[config.mk]
export PLATFORM = sky130hd
export DESIGN_NAME = sym_word_packer
export DESIGN_NICKNAME = d
export VERILOG_FILES = /design/src/rtl/sym_word_packer.sv
export SDC_FILE = /design/constraint.sdc
export NUM_CORES = 1
export LEC_CHECK = 0
export BUFFER_PORTS_ARGS = -buffer_cell sky130_fd_sc_hd__buf_2
export CELL_PAD_IN_SITES_DETAIL_PLACEMENT = 1
export CELL_PAD_IN_SITES_GLOBAL_PLACEMENT = 2
export CORE_MARGIN = 1
export CORE_UTILIZATION = 36
export CTS_BUF_LIST = sky130_fd_sc_hd__clkbuf_8
export DETAILED_ROUTE_END_ITERATION = 12
export GPL_TIMING_DRIVEN = 0
export PLACE_DENSITY = 0.8
export SLEW_MARGIN = 20
export SYNTH_ARGS = -nofsm -noshare
export SYNTH_HDL_FRONTEND = slang
export SYNTH_SLANG_ARGS = --single-unit
[constraint.sdc]
create_clock -name RxSymClkHs -period 2.4 [get_ports RxSymClkHs]
set_clock_uncertainty 0.2 [all_clocks]
set_input_delay 0.48 -clock RxSymClkHs [delete_from_list [all_inputs] [get_ports RxSymClkHs]]
set_output_delay 0.48 -clock RxSymClkHs [all_outputs]
set_load 0.1 [all_outputs]
[src/rtl/sym_word_packer.sv]
// sym_word_packer
// Packs the HS receive symbol stream into 7-symbol (21-bit) words. Packing runs
// between a sync detection (after a preamble) and a post detection. A completed
// group is staged for one cycle so that a sync or post detection that lands just
// after the group can still discard it.
//
// Ports:
//   RxSymClkHs   in   1   HS symbol clock, rising edge
//   Rst          in   1   synchronous active-high reset
//   RxSymbol     in   3   received symbol, one per cycle
//   DetectedSeq  in   4   one-hot detector event: 0001 pre, 0010 sync, 0100 post
//   syncErr      in   1   sync-word error, qualified by DetectedSeq==0010
//   WordSym      out  21  packed group, first symbol in [20:18]
//   WordValid    out  1   one-cycle strobe qualifying WordSym
//   RxActiveHS   out  1   registered (state==DATA), one cycle behind the state
//   WordCnt      out  16  words emitted in the current burst, saturating
//   AlignErr     out  1   pulse on post detection with a partial group
//   SyncFail     out  1   pulse on sync detection with syncErr
module sym_word_packer (
   input  logic        RxSymClkHs,
   input  logic        Rst,
   input  logic [2:0]  RxSymbol,
   input  logic [3:0]  DetectedSeq,
   input  logic        syncErr,
   output logic [20:0] WordSym,
   output logic        WordValid,
   output logic        RxActiveHS,
   output logic [15:0] WordCnt,
   output logic        AlignErr,
   output logic        SyncFail
);

   localparam int unsigned SymW    = 3;
   localparam int unsigned GrpSyms = 7;
   localparam int unsigned WordW   = SymW * GrpSyms;
   localparam int unsigned CntW    = 16;
   localparam int unsigned SymCntW = 3;

   localparam logic [3:0] SeqNone = 4'b0000;
   localparam logic [3:0] SeqPre  = 4'b0001;
   localparam logic [3:0] SeqSync = 4'b0010;
   localparam logic [3:0] SeqPost = 4'b0100;

   typedef enum logic [1:0] {
      IDLE  = 2'd0,
      ARMED = 2'd1,
      DATA  = 2'd2
   } stateT;

   stateT               state, stateNext;
   logic [SymCntW-1:0]  symCnt, symCntNext;
   logic [WordW-1:0]    group, groupNext;
   logic [WordW-1:0]    staged, stagedNext;
   logic                stagedVld, stagedVldNext;
   logic [WordW-1:0]    wordSymNext;
   logic                wordValidNext;
   logic [CntW-1:0]     wordCntNext;
   logic                alignErrNext;
   logic                syncFailNext;

   logic isNone, isPre, isSync, isPost;

   assign isNone = (DetectedSeq == SeqNone);
   assign isPre  = (DetectedSeq == SeqPre);
   assign isSync = (DetectedSeq == SeqSync);
   assign isPost = (DetectedSeq == SeqPost);

   // Next-state and next-output logic.
   always_comb begin
      stateNext     = state;
      symCntNext    = symCnt;
      groupNext     = group;
      stagedNext    = staged;
      stagedVldNext = 1'b0;
      wordSymNext   = WordSym;
      wordValidNext = 1'b0;
      wordCntNext   = WordCnt;
      alignErrNext  = 1'b0;
      syncFailNext  = 1'b0;

      case (state)
         IDLE: begin
            if (isPre) begin
               stateNext   = ARMED;
               wordCntNext = '0;
            end
         end

         ARMED: begin
            if (isSync) begin
               if (syncErr) begin
                  syncFailNext = 1'b1;
                  stateNext    = IDLE;
               end else begin
                  stateNext  = DATA;
                  groupNext  = WordW'(RxSymbol);
                  symCntNext = SymCntW'(1);
               end
            end
         end

         DATA: begin
            if (isPost) begin
               // A staged (complete) group is silently dropped; a partial one is an error.
               alignErrNext = ~stagedVld;
               symCntNext   = '0;
               stateNext    = IDLE;
            end else if (isSync) begin
               // Realign: the current symbol starts a fresh group.
               groupNext    = WordW'(RxSymbol);
               symCntNext   = SymCntW'(1);
               syncFailNext = syncErr;
            end else begin
               if (stagedVld && (isNone || isPre)) begin
                  wordSymNext   = staged;
                  wordValidNext = 1'b1;
                  if (WordCnt != {CntW{1'b1}})
                     wordCntNext = WordCnt + CntW'(1);
               end
               groupNext = {group[WordW-SymW-1:0], RxSymbol};
               if (symCnt == SymCntW'(GrpSyms - 1)) begin
                  stagedNext    = groupNext;
                  stagedVldNext = 1'b1;
                  symCntNext    = '0;
               end else begin
                  symCntNext = symCnt + SymCntW'(1);
               end
            end
         end

         default: begin
            stateNext  = IDLE;
            symCntNext = '0;
         end
      endcase
   end

   // State and output registers.
   always_ff @(posedge RxSymClkHs) begin
      if (Rst) begin
         state      <= IDLE;
         symCnt     <= '0;
         group      <= '0;
         staged     <= '0;
         stagedVld  <= 1'b0;
         WordSym    <= '0;
         WordValid  <= 1'b0;
         RxActiveHS <= 1'b0;
         WordCnt    <= '0;
         AlignErr   <= 1'b0;
         SyncFail   <= 1'b0;
      end else begin
         state      <= stateNext;
         symCnt     <= symCntNext;
         group      <= groupNext;
         staged     <= stagedNext;
         stagedVld  <= stagedVldNext;
         WordSym    <= wordSymNext;
         WordValid  <= wordValidNext;
         RxActiveHS <= (state == DATA);
         WordCnt    <= wordCntNext;
         AlignErr   <= alignErrNext;
         SyncFail   <= syncFailNext;
      end
   end

endmodule

==> metrics.yaml <==
p_switching_uw: 638
hold-path-endpoint: "staged[1]"
r2r_cells: 9
hp-start: "RxSymbol[1]"
num_io_pins: 51
synth_flop_cell: "dfxtp_1"
crit_fanout: 7
grt-ovfl-total: 0
dpl_cell_area_um2: 4260
syn_area_um2: 3820
grt_start_max_net_pins: 16
ys_seq_elements: 86
gp_congestion: 0.797
reg2reg_setup_slack_ps: 130
clockBufferDepth: 2
period_share_pct: 94.5
grt_pass1_vias: 3289
antennaDiodeCount: 0
path_class: "reg -> reg"
postRouteAntennaNets: 0
drt_pass1_iterations: 4
combPwrFrac_pct: 3.9
cts-root-buf: "clkbuf_8"
htreeDepth: 3
powerDensity_nw_per_um2: 567
routed_via_density: 5.44
grt_pass1_wl_mm: 17.7
clock_latency_ps: 360
drt_iter0_markers: 98
dieArea_um2: 11000
syn_to_final_growth_pct: 19.0
cp-start-kind: "flip-flop"
die_h_um: 105
r2r_end: "WordCnt[11]"
drv_cap: 0
seqPwrFrac_pct: 55.4
numCtsBuffers: 9
chipWidth_um: 105
yosys-top-cells-area: "dfxtp_1, mux2i_1, a21oi_1"
drc: 0
slew_headroom_pct: 45.5
timing.hold.ws_ps: 168
syn_area_per_cell_um2: 8.85
layout_commonest_cell: "dfxtp_1"
layout.nets: 505
cts_hold_buf: 0
design_area_um2: 4540
whs_path_depth: 3
critPathArrivalTime_ps: 2310
rsz0062_at_grt: "yes"
cp-end-kind: "flip-flop"
wl_mm: 10.6
hold_viol: 0
cts_tree: "done"
peakVddDrop_mv: 0.320
finalSetupViolCount: 0
maxSlewViolCount: 0
core_um2: 10300
fmax_ghz: 0.441
clk_pin_slew_ps: 100
synth.top_cell.area_share_pct: 45.1
vias: 3434
yosysWarnings: 0
seq_area_frac_synth_pct: 45.1
ys_types: 59
worstReg2RegStart: "state[0]"
internal-power_mw: 1.94
rows: 37
final_layout_size_suffix_gt1_share_pct: 23.6
clkSinkCount: 86
tightest_slew_ps: 816
synth_edf_count: 0
track_usage_pct: 20.3
start_util_pct: 37.0
synth_fp_nets: 445
p_sw_share_pct: 24.8
grt_antenna_before_repair: 0
async_flop_share_pct: 0
finalCriticalPeriod_ps: 2270
status: "complete, no violations"
synth_top_cell_by_area: "dfxtp_1"
syn-instance-count: 431
hpwl_mm: 7.48
port_buffers: 47
hold_path.class: "in -> reg"
cp_data_required_time_ps: 2440
post_drt_wl_per_cell_um: 16.8
clkPwrFrac_pct: 40.7
final_cell_mix: "dfxtp_1, buf_2, nand2_1, a21oi_1, nor2_1"
p_leak_nw: 1.77
-- sequential cells by signal, summed over array words and instances (netlist names), 2 cells and up --
name,count
group,18
staged,21
WordCnt,16
symCnt,3
state,2
WordSym,21
-- area by class of cell --
class	instances	area, µm²
buffer	31	158
clock buffer	9	124
clock inverter	6	71.3
fill	1243	5780
inverter	14	56.3
multi-input combinational	298	1950
sequential	86	1750
tap	136	170
timing repair buffer	51	265
-- routing by layer --
metal  vias up  global-route usage (%)  routed length (µm)
met2        56                    31.0                4820
met3         7                    4.24                 332
met5         -                       0                   0
li1       1702                       -                   -
met4         0                    4.53                  92
met1      1669                    29.1                5340
-- stage by stage --
stage,total power [mW],instances,utilization [%],TNS [ps],worst slack (ps)
floorplan,1.52,431,-,0,41.5
global placement,1.56,614,41.2,-4080,-539
detailed placement,1.56,614,41.2,-5340,-626
CTS,2.61,627,43.1,0,0.654
global route,2.68,631,44.0,-50.5,-31.7
finish,2.58,631,44.0,0,131
-- timing repair --
action                     in CTS  in global routing
setup endpoints to repair      17                 59
gates resized for setup         2                 26
pin swaps                       0                  2
gates cloned                    0                  0
setup buffers                   0                  4
-- power groups by stage --
stage / clock [mW] / combinational, mW / sequential (mW)
2_1_floorplan: 0 / 0.0613 / 1.46
3_3_place_gp: 0 / 0.0955 / 1.46
3_5_place_dp: 0 / 0.0974 / 1.46
4_1_cts: 1.09 / 0.0986 / 1.43
5_1_grt: 1.15 / 0.110 / 1.43
6_report: 1.05 / 0.100 / 1.43
-- Yosys cell counts (5+ instances only) --
cell and n:
dfxtp_1 86, o211ai_1 5, buf_2 8, clkbuf_1 23, o21ai_0 21, nand4_1 23
nor2_1 29, a21oi_1 44, inv_1 13, nand3_1 19, nand2_1 50, mux2i_1 24
-- logic make-up (layout without fill, tap and decap cells) --
| kind of cell | count (synthesis) | count (layout) | share of synthesized area [%] |
|---|---|---|---|
| AOI/OAI and AO/OA | 110 | 110 | 19.3 |
| xor gates and xnor gates | 1 | 1 | 0.230 |
| adders and majority gates | 4 | 4 | 1.31 |
| buffers and inverters | 47 | 111 | 5.18 |
| DFF | 86 | 86 | 45.1 |
| muxes | 26 | 26 | 7.18 |
| and+or+nand+nor | 157 | 157 | 21.7 |
-- worst max-delay path: stages, from the launching register on --
cell,delay (ps)
dfxtp_1,370
inv_1,80
ha_1,190
clkbuf_4,200
nand4_1,200
nor4_4,50
buf_4,180
buf_4,160
o41ai_2,400
o41ai_2,130
-- worst max path at each step --
stage / cells past startpoint / endpoint / from
2_1_floorplan: 5 / WordCnt[5] / WordCnt[5]
3_3_place_gp: 5 / WordCnt[12] / DetectedSeq[1]
3_5_place_dp: 5 / WordCnt[12] / DetectedSeq[1]
4_1_cts: 8 / group[15] / state[0]
5_1_grt: 9 / WordCnt[9] / state[0]
6_report: 9 / WordCnt[11] / state[0]
No activity file was read; power rests on OpenSTA's default activity.
